===== src/rtl/wb_cmd_master_if.sv =====
// Command, response and Wishbone signal bundle for wb_cmd_master.
// 'master' is the block's own view; 'slave' is the harness side that feeds commands and models the bus.
interface wb_cmd_master_if;
  logic        cmd_valid;
  logic        cmd_ready;
  logic        cmd_we;
  logic [31:0] cmd_adr;
  logic [31:0] cmd_dat;
  logic [3:0]  cmd_sel;

  logic        rsp_valid;
  logic        rsp_ready;
  logic [31:0] rsp_dat;
  logic        rsp_err;

  logic        wbm_cyc_o;
  logic        wbm_stb_o;
  logic        wbm_we_o;
  logic [3:0]  wbm_sel_o;
  logic [31:0] wbm_adr_o;
  logic [31:0] wbm_dat_o;
  logic        wbm_ack_i;
  logic [31:0] wbm_dat_i;

  modport master (
    input  cmd_valid, cmd_we, cmd_adr, cmd_dat, cmd_sel,
    output cmd_ready,
    output rsp_valid, rsp_dat, rsp_err,
    input  rsp_ready,
    output wbm_cyc_o, wbm_stb_o, wbm_we_o, wbm_sel_o, wbm_adr_o, wbm_dat_o,
    input  wbm_ack_i, wbm_dat_i
  );

  modport slave (
    output cmd_valid, cmd_we, cmd_adr, cmd_dat, cmd_sel,
    input  cmd_ready,
    input  rsp_valid, rsp_dat, rsp_err,
    output rsp_ready,
    input  wbm_cyc_o, wbm_stb_o, wbm_we_o, wbm_sel_o, wbm_adr_o, wbm_dat_o,
    output wbm_ack_i, wbm_dat_i
  );
endinterface


===== src/rtl/wb_cmd_master.sv =====
// Wishbone classic single-access master: one valid/ready command becomes one read or
// write cycle, and its result or a timeout error is returned on a valid/ready response channel.
module wb_cmd_master #(
  parameter int unsigned TIMEOUT_CYCLES = 255,
  parameter logic [31:0] ERR_DATA       = 32'hDEAD_BEEF
) (
  input  logic             wb_clk_i,
  input  logic             wb_rst_i,
  wb_cmd_master_if.master  bus
);

  localparam int unsigned CNT_W = (TIMEOUT_CYCLES == 0) ? 1 : $clog2(TIMEOUT_CYCLES + 1);
  localparam bit          TO_EN = (TIMEOUT_CYCLES != 0);
  localparam logic [CNT_W-1:0] CNT_LAST = CNT_W'(TIMEOUT_CYCLES - 1);

  typedef enum logic [1:0] {
    IDLE = 2'd0,
    BUS  = 2'd1,
    RESP = 2'd2
  } state_t;

  state_t      state_q, state_nxt;
  logic [CNT_W-1:0] cnt_q, cnt_nxt;

  logic        cyc_q, cyc_nxt;
  logic        stb_q, stb_nxt;
  logic        we_q, we_nxt;
  logic [3:0]  sel_q, sel_nxt;
  logic [31:0] adr_q, adr_nxt;
  logic [31:0] dat_q, dat_nxt;

  logic        rsp_valid_q, rsp_valid_nxt;
  logic        rsp_err_q, rsp_err_nxt;
  logic [31:0] rsp_dat_q, rsp_dat_nxt;

  // State, counter and every output register.
  always_ff @(posedge wb_clk_i or posedge wb_rst_i) begin
    if (wb_rst_i) begin
      state_q     <= IDLE;
      cnt_q       <= '0;
      cyc_q       <= 1'b0;
      stb_q       <= 1'b0;
      we_q        <= 1'b0;
      sel_q       <= '0;
      adr_q       <= '0;
      dat_q       <= '0;
      rsp_valid_q <= 1'b0;
      rsp_err_q   <= 1'b0;
      rsp_dat_q   <= '0;
    end else begin
      state_q     <= state_nxt;
      cnt_q       <= cnt_nxt;
      cyc_q       <= cyc_nxt;
      stb_q       <= stb_nxt;
      we_q        <= we_nxt;
      sel_q       <= sel_nxt;
      adr_q       <= adr_nxt;
      dat_q       <= dat_nxt;
      rsp_valid_q <= rsp_valid_nxt;
      rsp_err_q   <= rsp_err_nxt;
      rsp_dat_q   <= rsp_dat_nxt;
    end
  end

  // Next-state and next-output decode; every register holds unless a transition updates it.
  always_comb begin
    state_nxt     = state_q;
    cnt_nxt       = cnt_q;
    cyc_nxt       = cyc_q;
    stb_nxt       = stb_q;
    we_nxt        = we_q;
    sel_nxt       = sel_q;
    adr_nxt       = adr_q;
    dat_nxt       = dat_q;
    rsp_valid_nxt = rsp_valid_q;
    rsp_err_nxt   = rsp_err_q;
    rsp_dat_nxt   = rsp_dat_q;

    case (state_q)
      IDLE: begin
        if (bus.cmd_valid) begin
          we_nxt    = bus.cmd_we;
          sel_nxt   = bus.cmd_sel;
          adr_nxt   = bus.cmd_adr;
          dat_nxt   = bus.cmd_dat;
          cyc_nxt   = 1'b1;
          stb_nxt   = 1'b1;
          cnt_nxt   = '0;
          state_nxt = BUS;
        end
      end

      BUS: begin
        // Ack takes priority over a timeout expiring in the same cycle.
        if (bus.wbm_ack_i) begin
          cyc_nxt       = 1'b0;
          stb_nxt       = 1'b0;
          rsp_dat_nxt   = we_q ? dat_q : bus.wbm_dat_i;
          rsp_err_nxt   = 1'b0;
          rsp_valid_nxt = 1'b1;
          state_nxt     = RESP;
        end else if (TO_EN && (cnt_q == CNT_LAST)) begin
          cyc_nxt       = 1'b0;
          stb_nxt       = 1'b0;
          rsp_dat_nxt   = ERR_DATA;
          rsp_err_nxt   = 1'b1;
          rsp_valid_nxt = 1'b1;
          state_nxt     = RESP;
        end else if (TO_EN) begin
          cnt_nxt = cnt_q + CNT_W'(1);
        end
      end

      RESP: begin
        if (bus.rsp_ready) begin
          rsp_valid_nxt = 1'b0;
          rsp_err_nxt   = 1'b0;
          state_nxt     = IDLE;
        end
      end

      default: begin
        cyc_nxt   = 1'b0;
        stb_nxt   = 1'b0;
        state_nxt = IDLE;
      end
    endcase
  end

  assign bus.cmd_ready = (state_q == IDLE);

  assign bus.rsp_valid = rsp_valid_q;
  assign bus.rsp_err   = rsp_err_q;
  assign bus.rsp_dat   = rsp_dat_q;

  assign bus.wbm_cyc_o = cyc_q;
  assign bus.wbm_stb_o = stb_q;
  assign bus.wbm_we_o  = we_q;
  assign bus.wbm_sel_o = sel_q;
  assign bus.wbm_adr_o = adr_q;
  assign bus.wbm_dat_o = dat_q;

endmodule


===== src/flat_wrapper.sv =====
// flat-port wrapper written by rule: the top's interface ports become plain ports
module wb_cmd_master_flat 
#(
  parameter int unsigned TIMEOUT_CYCLES = 255,
  parameter logic [31:0] ERR_DATA       = 32'hDEAD_BEEF
)
  (wb_clk_i, wb_rst_i, bus_cmd_valid, bus_cmd_we, bus_cmd_adr, bus_cmd_dat, bus_cmd_sel, bus_cmd_ready, bus_rsp_valid, bus_rsp_dat, bus_rsp_err, bus_rsp_ready, bus_wbm_cyc_o, bus_wbm_stb_o, bus_wbm_we_o, bus_wbm_sel_o, bus_wbm_adr_o, bus_wbm_dat_o, bus_wbm_ack_i, bus_wbm_dat_i);
  wb_cmd_master_if bus_i ();
  input  logic wb_clk_i;
  input  logic wb_rst_i;
  input wire logic [$bits(bus_i.cmd_valid)-1:0] bus_cmd_valid;
  input wire logic [$bits(bus_i.cmd_we)-1:0] bus_cmd_we;
  input wire logic [$bits(bus_i.cmd_adr)-1:0] bus_cmd_adr;
  input wire logic [$bits(bus_i.cmd_dat)-1:0] bus_cmd_dat;
  input wire logic [$bits(bus_i.cmd_sel)-1:0] bus_cmd_sel;
  output wire logic [$bits(bus_i.cmd_ready)-1:0] bus_cmd_ready;
  output wire logic [$bits(bus_i.rsp_valid)-1:0] bus_rsp_valid;
  output wire logic [$bits(bus_i.rsp_dat)-1:0] bus_rsp_dat;
  output wire logic [$bits(bus_i.rsp_err)-1:0] bus_rsp_err;
  input wire logic [$bits(bus_i.rsp_ready)-1:0] bus_rsp_ready;
  output wire logic [$bits(bus_i.wbm_cyc_o)-1:0] bus_wbm_cyc_o;
  output wire logic [$bits(bus_i.wbm_stb_o)-1:0] bus_wbm_stb_o;
  output wire logic [$bits(bus_i.wbm_we_o)-1:0] bus_wbm_we_o;
  output wire logic [$bits(bus_i.wbm_sel_o)-1:0] bus_wbm_sel_o;
  output wire logic [$bits(bus_i.wbm_adr_o)-1:0] bus_wbm_adr_o;
  output wire logic [$bits(bus_i.wbm_dat_o)-1:0] bus_wbm_dat_o;
  input wire logic [$bits(bus_i.wbm_ack_i)-1:0] bus_wbm_ack_i;
  input wire logic [$bits(bus_i.wbm_dat_i)-1:0] bus_wbm_dat_i;
  assign bus_i.cmd_valid = bus_cmd_valid;
  assign bus_i.cmd_we = bus_cmd_we;
  assign bus_i.cmd_adr = bus_cmd_adr;
  assign bus_i.cmd_dat = bus_cmd_dat;
  assign bus_i.cmd_sel = bus_cmd_sel;
  assign bus_cmd_ready = bus_i.cmd_ready;
  assign bus_rsp_valid = bus_i.rsp_valid;
  assign bus_rsp_dat = bus_i.rsp_dat;
  assign bus_rsp_err = bus_i.rsp_err;
  assign bus_i.rsp_ready = bus_rsp_ready;
  assign bus_wbm_cyc_o = bus_i.wbm_cyc_o;
  assign bus_wbm_stb_o = bus_i.wbm_stb_o;
  assign bus_wbm_we_o = bus_i.wbm_we_o;
  assign bus_wbm_sel_o = bus_i.wbm_sel_o;
  assign bus_wbm_adr_o = bus_i.wbm_adr_o;
  assign bus_wbm_dat_o = bus_i.wbm_dat_o;
  assign bus_i.wbm_ack_i = bus_wbm_ack_i;
  assign bus_i.wbm_dat_i = bus_wbm_dat_i;
  wb_cmd_master #(.TIMEOUT_CYCLES(TIMEOUT_CYCLES), .ERR_DATA(ERR_DATA)) u_core (.wb_clk_i(wb_clk_i), .wb_rst_i(wb_rst_i), .bus(bus_i));
endmodule

===== config.mk =====
export PLATFORM = sky130hd
export DESIGN_NAME = wb_cmd_master_flat
export DESIGN_NICKNAME = d
export VERILOG_FILES = /design/src/rtl/wb_cmd_master_if.sv /design/src/rtl/wb_cmd_master.sv /design/src/flat_wrapper.sv
export SDC_FILE = /design/constraint.sdc
export NUM_CORES = 1
export LEC_CHECK = 0
export CORE_MARGIN = 4
export CORE_UTILIZATION = 35
export CTS_CLUSTER_SIZE = 40
export DETAILED_ROUTE_END_ITERATION = 16
export PLACE_DENSITY = 0.68
export SLEW_MARGIN = 20
export SYNTH_ARGS = -nofsm -noshare
export SYNTH_HDL_FRONTEND = slang
export SYNTH_SLANG_ARGS = --single-unit

===== constraint.sdc =====
create_clock -name wb_clk_i -period 4.1 [get_ports wb_clk_i]
set_input_delay 0.615 -clock wb_clk_i [delete_from_list [all_inputs] [get_ports wb_clk_i]]
set_output_delay 0.615 -clock wb_clk_i [all_outputs]
set_load 0.05 [all_outputs]

**Word level (Yosys, flattened, before mapping)**

Index checks and enable logic that the tools add are counted.

- Bitwise gates (word level): 1
- Reduce and logical (&&, ||, !) cells: 10
- Equal/unequal tests: 8
- Muxes and demuxes: 22
- $add $sub $neg: 1

Operators with widths:

| cell | count |
|---|---|
| 2-to-1 mux 32 bit | 3 |
| 2-to-1 mux 8 bit | 3 |
| case mux 8 bit (2 select lines) | 1 |
| AND reduction 3 bit | 3 |
| adder 8 x 1 -> 8 bit (second input constant) | 1 |
| equality test 8 bit (second input constant) | 1 |
| 2-to-1 mux 2 bit | 4 |
| inequality test 2 bit (second input constant) | 4 |
| 2-to-1 mux 1 bit | 7 |
| case mux 2 bit (3 select lines) | 1 |
| nonzero test 2 bit | 3 |
| case mux 1 bit (2 select lines) | 2 |
| AND reduction 2 bit | 2 |
| AND reduction 4 bit | 1 |
| inequality test 3 x 2 -> 1 bit (second input constant) | 1 |
| case mux 1 bit (3 select lines) | 1 |
| equality test 2 x 1 -> 1 bit (second input constant) | 1 |
| equality test 2 bit (second input constant) | 1 |
| zero test 2 bit | 1 |
| NOT 1 bit | 1 |

- Flip-flop bits (word level): 114
- Word-level logic and storage cells: 52

**Logic depth before layout (Yosys ltp)**

Gate-level depths: netlist (run 1).

- Depth in word-level cells: 4
- Gate-level depth with buffers: 8
- Depth with buffers taken out: 6

**Worst setup path before layout (run 1)**

No wires, ideal clock.

- Path kind: register -> register
- Start point: register u_core.state_q[0]
- End point: register u_core.adr_q[0] (netlist: u_core.bus.wbm_adr_o[0])
- Path buffers: 3
- Cell stages (with the launch flop): 7
- Clock period less this slack: 2.251 ns
- Path slack: 1.849 ns
- Arrival: 2.126 ns
- Required time: 3.975 ns
- Cell sequence: dfrtp_1 > buf_2 > nor2_1 > and2_4 > buf_2 > buf_4 > mux2_2

- Cells in the longest elaborated chain, start to end: 2

RTL lines:

| element | RTL line | source |
|---|---|---|
| start: declaration | wb_cmd_master.sv:22 | `state_t state_q, state_nxt;` |
| start signal: assignment | wb_cmd_master.sv:51 | `state_q <= state_nxt;` |
| zero test 2 bit | - |  |
| named net bus_cmd_ready | flat_wrapper.sv:16 | `output wire logic [$bits(bus_i.cmd_ready)-1:0] bus_cmd_ready;` |
| AND reduction 2 bit (no line) | - |  |
| end signal: assignment | wb_cmd_master.sv:57 | `adr_q <= adr_nxt;` |
| end: declaration | wb_cmd_master.sv:29 | `logic [31:0] adr_q, adr_nxt;` |

The timed path passes the listed nets, and every way through them passes these cells.
A chain may end at the register's enable or synchronous reset.

**Worst setup path in the final report (run 1)**

- Start point: register u_core.state_q[0]
- End point: output bus_cmd_ready

- Cells in the longest elaborated chain, start to end: 1

RTL lines:

| element | RTL line | source |
|---|---|---|
| zero test 2 bit | wb_cmd_master.sv:130 | `assign bus.cmd_ready = (state_q == IDLE);` |
| end: declaration | flat_wrapper.sv:16 |  |

No other way between the ends.

==> results of run 1 <==
## per-layer routing
metal / routed length [um] / part of all wire, %
met5: 0 / 0
met4: 178 / 1.4
met3: 1070 / 8.1
met2: 6800 / 52
met1: 5130 / 39
## per-stage QoR
step                power [uW]  instances
finish                    7790        733
CTS                       7900        733
global placement          6370        702
floorplan                 4990        331
detailed placement        6440        702
global route              8160        733
## power groups by stage
| stage | registers (uW) | logic, uW | clock network, uW |
|---|---|---|---|
| after floorplan | 3750 | 1240 | 0 |
| after global placement | 2000 | 4370 | 0 |
| after detailed placement | 2030 | 4410 | 0 |
| after CTS | 2020 | 4420 | 1460 |
| after global routing | 2090 | 4550 | 1520 |
| final | 2010 | 4360 | 1420 |
## cell type report
type / instances / area [um2] / share of cell area, %
Timing Repair Buffer: 216 / 2160 / 28.1
Inverter: 3 / 13.8 / 0.179
Tap cell: 176 / 220 / 2.86
Clock buffer: 26 / 499 / 6.48
Sequential cell: 114 / 2850 / 37.0
Clock inverter: 5 / 75.1 / 0.974
Multi-Input combinational cell: 193 / 1880 / 24.4
## state kept, by name (all words and copies together) (netlist names)
| register | flops |
|---|---|
| u_core.bus.rsp_dat | 32 |
| u_core.bus.rsp_err | 1 |
| u_core.bus.rsp_valid | 1 |
| u_core.bus.wbm_adr_o | 32 |
| u_core.bus.wbm_cyc_o | 1 |
| u_core.bus.wbm_dat_o | 32 |
| u_core.bus.wbm_sel_o | 4 |
| u_core.bus.wbm_we_o | 1 |
| u_core.cnt_q | 8 |
| u_core.state_q | 2 |
## critical path, stage by stage, from the launching register on
cell and delay (ns):
dfrtp_1 0.47, nor2_1 0.17, clkdlybuf4s50_1 0.82
## how the worst max path moves through the flow
stage / startpoint / slack (ns) / depth (start not counted) / endpoint
2_1_floorplan: wb_rst_i / 0.47 / 1 / u_core.bus.rsp_dat[0]
3_3_place_gp: bus_wbm_ack_i / 1.52 / 3 / u_core.bus.rsp_err
3_5_place_dp: bus_wbm_ack_i / 1.56 / 5 / u_core.cnt_q[1]
4_1_cts: u_core.state_q[0] / 1.59 / 2 / bus_cmd_ready
5_1_grt: u_core.state_q[0] / 1.52 / 2 / bus_cmd_ready
6_report: u_core.state_q[0] / 1.61 / 2 / bus_cmd_ready
## kinds of logic (layout without fill, tap and decap cells)
family	after synthesis	after routing	share of synthesized area, %
simple gates	32	32	3.87
compound gates	56	56	11.1
flops	114	114	58.4
buf+inv	24	250	3.15
fa+ha+maj	2	2	0.512
mux	103	103	23.0
## cells in the final DEF, fill, tap and decap left out, types with 2 or more instances in the layout
cell | netlist | final
and3_4 | 2 | 2
ha_1 | 2 | 2
clkinv_2 | 0 | 3
nand3_1 | 4 | 4
nand2b_1 | 3 | 3
bufinv_16 | 0 | 2
nor2_1 | 3 | 3
o2bb2ai_1 | 8 | 8
a2bb2oi_1 | 4 | 4
mux2_2 | 69 | 69
a21oi_1 | 6 | 6
a2bb2oi_2 | 16 | 16
inv_1 | 3 | 2
nand2_1 | 7 | 7
a31oi_1 | 6 | 6
nand4_1 | 2 | 2
a41oi_1 | 2 | 2
clkdlybuf4s50_1 | 0 | 211
dfrtp_1 | 114 | 113
buf_4 | 9 | 4
a21o_1 | 2 | 2
mux2i_1 | 33 | 33
clkbuf_1 | 1 | 5
clkbuf_16 | 0 | 17
o21ai_0 | 6 | 6
clkbuf_8 | 0 | 4
==> run_results.csv, run 1 <==
group,metric,value,unit
global_route,busiest_layer,"met2",
die,ios,212,
clocking,cts_buffer_depth,2,
die,fp.dieW,126,um
sta,rsz0062_at_grt,"no",
clocking,postCtsSetupRepairBufs,0,
routing,dr.pass1.iters,4,
placed_design,placed_cell_area,7130,um2
die,initial_core_util,36.3,%
die,dieArea,15900,um2
sta,worstMarginPinSlew,0.726,ns
routing,wl,13200,um
yosys,yosys_warnings,0,
global_route,grt_util_met3,6.86,%
routing,drc,0,
clocking,clk_pin_slew,0.05,ns
global_route,met2_usage,29.2,%
power,ir_drop,0.559,mV
flow_run,cap_violations,0,
yosys,yosysMostFrequentCell,"dfrtp_1",
finish,final_util,57.3,%
power,power_density,1010,nW/um2
sta,fmax,402,MHz
yosys,yosys.area.top_type,"dfrtp_1",
worst_setup_path,critPathKind,"reg -> out",
worst_setup_path,cp.arrival,1.87,ns
yosys,synth.distinct_cells,41,
power,switching_share,45.2,%
placed_design,pre_cts_ws,1.56,ns
routing,vias_per_cell,4.85,
global_route,antenna_found_initial,0,
yosys,synth_top_area_share,58.4,%
placed_design,port-buffer-count,211,
worst_setup_path,critPathMaxFanout,11,
yosys,synth_edf_count,0,
power,p_clk_share,18.2,%
sta,finalHoldViolations,0,
worst_setup_path,worst-endpoint-required,3.48,ns
clocking,h-tree-depth,4,
global_route,globalRouteMet1Util,19.3,%
sta,fin_setup_tns,0,ns
global_route,grt_overflow,0,
sta,slew_headroom,51.6,%
hold_path,min_from,"u_core.bus.rsp_dat[14]",
routing,ant_nets,0,
die,rows,42,
sta,hold_ws,0.486,ns
yosys,ys.flop_type,"dfrtp_1",
sta,fin_worst_skew,0.00784,ns
finish,stdcell_area,7710,um2
clocking,ctsRootBufferMaster,"clkbuf_16",
yosys,synth_commonest_cells,"dfrtp_1 (114), mux2_2 (69), mux2i_1 (33), a2bb2oi_2 (16), buf_4 (9)",
worst_setup_path,end_kind,"output port",
global_route,grt_pass1_wl,21300,um
finish,area_growth,57.7,%
hold_path,worstHoldEndpoint,"u_core.bus.rsp_dat[14]",
run_status,status,"finished clean",
yosys,syn-num-nets,439,
clocking,clock_sinks,114,
sta,final.min_clock_period,2.49,ns
placed_design,place_hpwl,9670,um
routing,vias,3558,
yosys,synthTopCellsByArea,"dfrtp_1 (58%), mux2_2 (16%), mux2i_1 (6.8%)",
clocking,numCtsBuffers,17,
worst_setup_path,reg2regPathDepth,3,
die,die_h,126,um
power,pwr-share-comb,55.9,%
hold_path,hold_depth,1,
worst_setup_path,r2r_slack,2.02,ns
clocking,hold_buffers,0,
die,fp.coreArea,13500,um2
power,power.leakage,0.00320,uW
yosys,yosysSeqAreaShare,58.4,%
global_route,grt_max_degree,59,
power,power.switching,3520,uW
finish,num_antenna_cells,0,
yosys,syn_avg_cell_area,14.8,um2
worst_setup_path,start_kind,"register",
clocking,cts_resized,0,
clocking,cts_tree,"yes",
sta,drv_slew,0,
power,power_frac_seq,25.8,%
power,intPower,4270,uW
sta,setup_viol,0,
yosys,synth_seq_cells,114,
sta,fin_ws,1.61,ns
global_route,grt_pass1_vias,3936,
yosys,synthCells,331,
routing,wl_per_cell,18.0,um
finish,nNetsFinal,653,
yosys,async_reset_ff_share,100,%
hold_path,holdCritPathClass,"reg -> reg",
routing,drt_iter0_drc,137,
sta,timing.final.crit_share,60.7,%
placed_design,gp_congestion,0.833,
clocking,worstSkewPairLatency,0.40,ns
finish,drive_gt1_share,23.0,%
worst_setup_path,rr_startpoint,"u_core.state_q[0]",
worst_setup_path,reg2reg_to,"u_core.bus.rsp_dat[5]",
yosys,synth_area,4890,um2
finish,nFillCells,1141,
global_route,grt.total_usage,17.0,%
Power figures use the tool's default switching activity.
==> run 2: changes to the inputs <==
--- a/config.mk
+++ b/config.mk
@@ -9,7 +9,7 @@
 export CORE_UTILIZATION = 35
 export CTS_CLUSTER_SIZE = 40
 export DETAILED_ROUTE_END_ITERATION = 16
-export PLACE_DENSITY = 0.68
+export PLACE_DENSITY = 0.71
 export SLEW_MARGIN = 20
 export SYNTH_ARGS = -nofsm -noshare
 export SYNTH_HDL_FRONTEND = slang
==> constraint.sdc (replaced) <==
create_clock -name wb_clk_i -period 2 [get_ports wb_clk_i]
set_input_delay 0.3 -clock wb_clk_i [delete_from_list [all_inputs] [get_ports wb_clk_i]]
set_output_delay 0.3 -clock wb_clk_i [all_outputs]
set_load 0.05 [all_outputs]
==> run 2 against run 1 <==
  * Sequential share of layout area is 0.73 points lower
  * Clock power increased by 95%
  * Non-clock buffer count rose by 12
  * Clock-buffer cell count unchanged
  * First-iteration DRC count increased by 11%
  * Sequential power rose by 110%
  * Combinational power rose by 110%
  * Routed wire length is 2.4% higher
  * Die area stayed put
  * Flip-flop and latch count unchanged
  * Largest cell class unchanged
==> run_results.csv, run 2 (synthesis results as in run 1) <==
group,metric,value,unit
placed_design,gp_congestion,0.889,
worst_setup_path,critPathMaxFanout,3,
worst_setup_path,crit_path_top_delay_cell,"clkdlybuf4s50_1",
global_route,grt_pass1_wl,22000,um
finish,area_growth,60.9,%
power,power.leakage,0.00329,uW
worst_setup_path,crit_family,"buffers and inverters",
sta,fmax,517,MHz
worst_setup_path,reg2reg_to,"u_core.bus.rsp_dat[17]",
clocking,worstSkewPairLatency,0.41,ns
clocking,ctsRootBufferMaster,"clkbuf_16",
routing,vias,3634,
clocking,cts_buffer_depth,2,
routing,vias_per_cell,4.87,
routing,ant_nets,0,
sta,final.min_clock_period,1.93,ns
placed_design,place_hpwl,10200,um
routing,dr.pass1.iters,4,
finish,nFillCells,1140,
die,fp.dieW,126,um
worst_setup_path,end_kind,"output port",
sta,fin_worst_skew,0.0110,ns
global_route,grt_max_degree,43,
placed_design,place_inst,714,
clocking,h-tree-depth,4,
placed_design,placed_cell_area,7310,um2
clocking,hold_buffers,0,
worst_setup_path,r2r_slack,0.23,ns
power,power_density,2040,nW/um2
die,fp.coreArea,13500,um2
worst_setup_path,start_kind,"register",
worst_setup_path,worst-endpoint-required,1.70,ns
routing,drt_iter0_drc,152,
sta,timing.final.crit_share,96.7,%
worst_setup_path,cp.arrival,1.63,ns
routing,drc,0,
flow_run,cap_violations,0,
finish,stdcell_area,7860,um2
finish,final_common_cell,"clkdlybuf4s50_1",
finish,layout_common_cells,"clkdlybuf4s50_1 (206), dfrtp_1 (113), mux2_2 (69)",
worst_setup_path,reg2regPathDepth,4,
finish,drive_gt1_share,25.3,%
sta,fin_setup_tns,0,ns
power,p_total,16100,uW
worst_setup_path,timing.critical_path.buf_inv,1,
worst_setup_path,critPathMaxStageDelay,0.84,ns
routing,wl_per_cell,18.1,um
worst_setup_path,critPathKind,"reg -> out",
die,initial_core_util,36.3,%
placed_design,pre_cts_ws,0.114,ns
worst_setup_path,worstPathCellList,"clkdlybuf4s50_1",
hold_path,holdCritPathClass,"in -> async",
finish,nNetsFinal,665,
global_route,antenna_found_initial,0,
sta,finalHoldViolations,0,
die,ios,212,
sta,setup_viol,0,
sta,slew_headroom,63.7,%
die,die_h,126,um
global_route,grt.total_usage,17.5,%
finish,num_antenna_cells,0,
die,rows,42,
placed_design,port-buffer-count,211,
sta,rsz0062_at_grt,"no",
sta,worstMarginPinSlew,0.543,ns
die,dieArea,15900,um2
power,ir_drop,1.18,mV
run_status,status,"finished clean",
finish,stdcell_count,746,
sta,fin_ws,0.0652,ns
worst_setup_path,rr_startpoint,"u_core.state_q[0]",
clocking,numCtsBuffers,17,
clocking,clock_sinks,114,
global_route,grt_pass1_vias,4094,
clocking,clk_pin_slew,0.05,ns
sta,drv_slew,0,
routing,wl,13500,um
clocking,cts_tree,"yes",
global_route,grt_overflow,0,
[run 2: cell count changes in the layout (fill, tap and decap cells not counted), moves of 2 or more]
| cell | previous run | this run |
|---|---|---|
| clkinv_2 | 3 | 5 |
| buf_12 | 1 | 9 |
| buf_4 | 4 | 12 |
| clkdlybuf4s50_1 | 211 | 206 |
[run 2: power breakdown]
| part | internal [uW] | leakage [uW] | switching (uW) | total [uW] |
|---|---|---|---|---|
| Clock | 1790 | 0.000272 | 978 | 2770 |
| Sequential | 3400 | 0.00133 | 801 | 4200 |
| Combinational | 3590 | 0.00168 | 5520 | 9100 |
[run 2: routing by layer]
| layer | vias to the layer above | global-route usage [%] | part of all wire [%] |
|---|---|---|---|
| met1 | 1811 | 21.1 | 41 |
| met4 | 0 | 5.43 | 1.1 |
| met5 | - | 0 | 0 |
| met2 | 131 | 28.7 | 50 |
| li1 | 1681 | - | - |
| met3 | 11 | 7.24 | 8.0 |
[run 2: worst max path at each step]
| stage | start | to | slack, ns | cells after the start |
|---|---|---|---|---|
| after global routing | u_core.bus.wbm_dat_o[16] | bus_wbm_dat_o[16] | 0.02 | 1 |
| after CTS | u_core.bus.wbm_dat_o[20] | bus_wbm_dat_o[20] | 0.02 | 1 |
| final | u_core.bus.wbm_dat_o[22] | bus_wbm_dat_o[22] | 0.07 | 1 |
| after detailed placement | bus_wbm_ack_i | u_core.cnt_q[1] | 0.11 | 5 |
| after global placement | bus_wbm_ack_i | u_core.cnt_q[1] | 0.11 | 5 |
| after floorplan | u_core.state_q[0] | u_core.bus.wbm_adr_o[0] | 0.02 | 6 |
[run 2: final cells by class]
type | instances | area [um2] | area share (%)
well taps | 176 | 220 | 2.80
multi-input cells | 193 | 1880 | 24.0
repair buffers | 228 | 2340 | 29.8
clock inverters | 6 | 55.1 | 0.700
clock buffers | 26 | 489 | 6.22
inverters | 3 | 15.0 | 0.191
flip-flops and latches | 114 | 2850 | 36.3
[run 2: what timing repair did]
action | in CTS | in global routing
setup endpoints to repair | 0 | 1
setup buffers | 0 | 0
resized for setup | 0 | 1
[run 2: per-stage QoR]
stage | hold slack (ns) | utilization [%]
floorplan | 0.386 | -
global placement | 0.473 | 54.4
detailed placement | 0.485 | 54.4
CTS | 0.290 | 58.4
global route | 0.319 | 58.4
finish | 0.285 | 58.4
==> run 3: changes to the inputs <==
--- a/config.mk
+++ b/config.mk
@@ -6,10 +6,9 @@
 export NUM_CORES = 1
 export LEC_CHECK = 0
 export CORE_MARGIN = 4
-export CORE_UTILIZATION = 35
+export CORE_UTILIZATION = 30
 export CTS_CLUSTER_SIZE = 40
 export DETAILED_ROUTE_END_ITERATION = 16
-export PLACE_DENSITY = 0.71
 export SLEW_MARGIN = 20
 export SYNTH_ARGS = -nofsm -noshare
 export SYNTH_HDL_FRONTEND = slang
==> run 3 against run 2 <==
  * Maximum frequency down 0.58%
  * Sequential power barely moved
  * Final cell count increased by 4.7%
  * Via count fell by 0.47%
  * Clock skew decreased by 0.0050 ns
  * Global-route usage down 2.0 points
  * Hold slack improved by 0.058 ns
  * Sequential share of layout area shrank 0.13 points
  * Clock-buffer cell count is 6 lower
  * Combinational power down 0.7%
  * Core utilization decreased by 9.0 points
  * Critical endpoint is now bus_rsp_dat[10]
  * Highest routed layer unchanged
==> run_results.csv, run 3 (synthesis results as in run 1) <==
group,metric,value,unit
sta,fin_worst_skew,0.00608,ns
clocking,ctsRootBufferMaster,"clkbuf_16",
global_route,globalRouteMet1Util,18.4,%
clocking,cts_tree,"yes",
clocking,postCtsSetupRepairBufs,0,
finish,area_growth,61.4,%
worst_setup_path,timing.critical_path.buf_inv,1,
finish,layout_common_cells,"clkdlybuf4s50_1 (208), dfrtp_1 (113), mux2_2 (69)",
global_route,grt_util_met3,7.28,%
worst_setup_path,end_kind,"output port",
finish,final_util,49.5,%
clocking,cts_resized,0,
worst_setup_path,worst-endpoint-required,1.70,ns
sta,fin_setup_tns,0,ns
finish,drive_gt1_share,25.0,%
finish,final_common_cell,"clkdlybuf4s50_1",
worst_setup_path,worst-path-stages,1,
global_route,met2_usage,25.2,%
power,power_density,2060,nW/um2
finish,nFillCells,1416,
clocking,clk_pin_slew,0.05,ns
sta,worstMarginPinSlew,0.564,ns
die,initial_core_util,30.7,%
routing,vias,3617,
routing,drc,0,
routing,vias_per_cell,4.63,
global_route,grt.total_usage,15.5,%
worst_setup_path,cp.arrival,1.65,ns
routing,drt_iter0_drc,107,
flow_run,cap_violations,0,
placed_design,place_hpwl,10100,um
clocking,worstSkewPairLatency,0.40,ns
sta,final.min_clock_period,1.95,ns
clocking,hold_buffers,0,
clocking,cts_buffer_depth,2,
sta,drv_slew,0,
hold_path,holdCritPathClass,"in -> async",
worst_setup_path,worstPathCellList,"clkdlybuf4s50_1",
worst_setup_path,critPathKind,"reg -> out",
power,power.leakage,0.00327,uW
finish,num_antenna_cells,0,
worst_setup_path,start_kind,"register",
placed_design,port-buffer-count,211,
global_route,grt_pass1_wl,22200,um
global_route,antenna_found_initial,0,
worst_setup_path,critPathMaxFanout,2,
placed_design,gp_congestion,0.813,
die,die_h,136,um
clocking,clock_sinks,114,
finish,nNetsFinal,661,
die,rows,46,
run_status,status,"finished clean",
worst_setup_path,critPathMaxStageDelay,0.85,ns
global_route,grt_max_degree,57,
sta,setup_viol,0,
power,ir_drop,0.960,mV
routing,wl_per_cell,17.6,um
worst_setup_path,reg2regPathDepth,7,
sta,finalHoldViolations,0,
die,fp.coreArea,15900,um2
routing,dr.pass1.iters,5,
worst_setup_path,crit_family,"buffers and inverters",
routing,wl,13800,um
global_route,grt_overflow,0,
sta,timing.final.crit_share,97.3,%
global_route,grt_pass1_vias,4112,
sta,fmax,514,MHz
sta,rsz0062_at_grt,"no",
worst_setup_path,crit_path_top_delay_cell,"clkdlybuf4s50_1",
routing,ant_nets,0,
clocking,numCtsBuffers,17,
worst_setup_path,r2r_slack,0.17,ns
die,ios,212,
die,fp.dieW,136,um
global_route,busiest_layer,"met2",
die,dieArea,18400,um2
sta,slew_headroom,62.4,%
clocking,h-tree-depth,4,
-- run 3: cell count changes in the layout (fill, tap and decap cells not counted) --
cell	change
clkbuf_1	-4
buf_12	-3
buf_4	-3
clkinvlp_4	+3
bufinv_16	+2
clkbuf_8	-2
clkdlybuf4s50_1	+2
-- run 3: worst paths after layout --
| path | to | start |
|---|---|---|
| worst max-delay path | bus_rsp_dat[10] | u_core.bus.rsp_dat[10] |
| worst min-delay path | u_core.bus.rsp_dat[20] | wb_rst_i |
| worst max register to register | u_core.bus.rsp_dat[5] | u_core.cnt_q[0] |
| worst min register to register | u_core.bus.rsp_dat[17] | u_core.bus.rsp_dat[17] |
| max in group asynchronous | u_core.bus.wbm_dat_o[1] | wb_rst_i |
| min in group wb_clk_i | u_core.bus.rsp_dat[17] | u_core.bus.rsp_dat[17] |
-- run 3: stage by stage --
stage	hold WS, ns	cells	instance area, um2	worst slack (ns)	total power, uW
after floorplan	0.386	331	4890	0.0205	10200
after global placement	0.469	750	7300	0.0933	13300
after detailed placement	0.472	750	7300	0.106	13400
after CTS	0.347	781	7890	0.0211	16500
after global routing	0.372	781	7890	0.000909	17000
final	0.343	781	7890	0.0539	16300
-- run 3: final cells by class --
cell class	count	area [um2]	area share, %
multi-input combinational	193	1880	23.9
timing repair buffer	224	2280	28.9
sequential	114	2850	36.2
inverter	3	15.0	0.190
clock inverter	11	138	1.74
tap	216	270	3.43
clock buffer	20	447	5.66
-- run 3: power breakdown --
part           switching, uW  internal (uW)
sequential               828           3400
clock                   1040           1970
combinational           5510           3540
total                   7370           8910
-- run 3: layer usage --
| layer | part of all wire [%] | routed length [um] |
|---|---|---|
| met4 | 1.4 | 190 |
| met5 | 0 | 0 |
| met3 | 9.1 | 1250 |
| met2 | 49 | 6730 |
| met1 | 41 | 5590 |
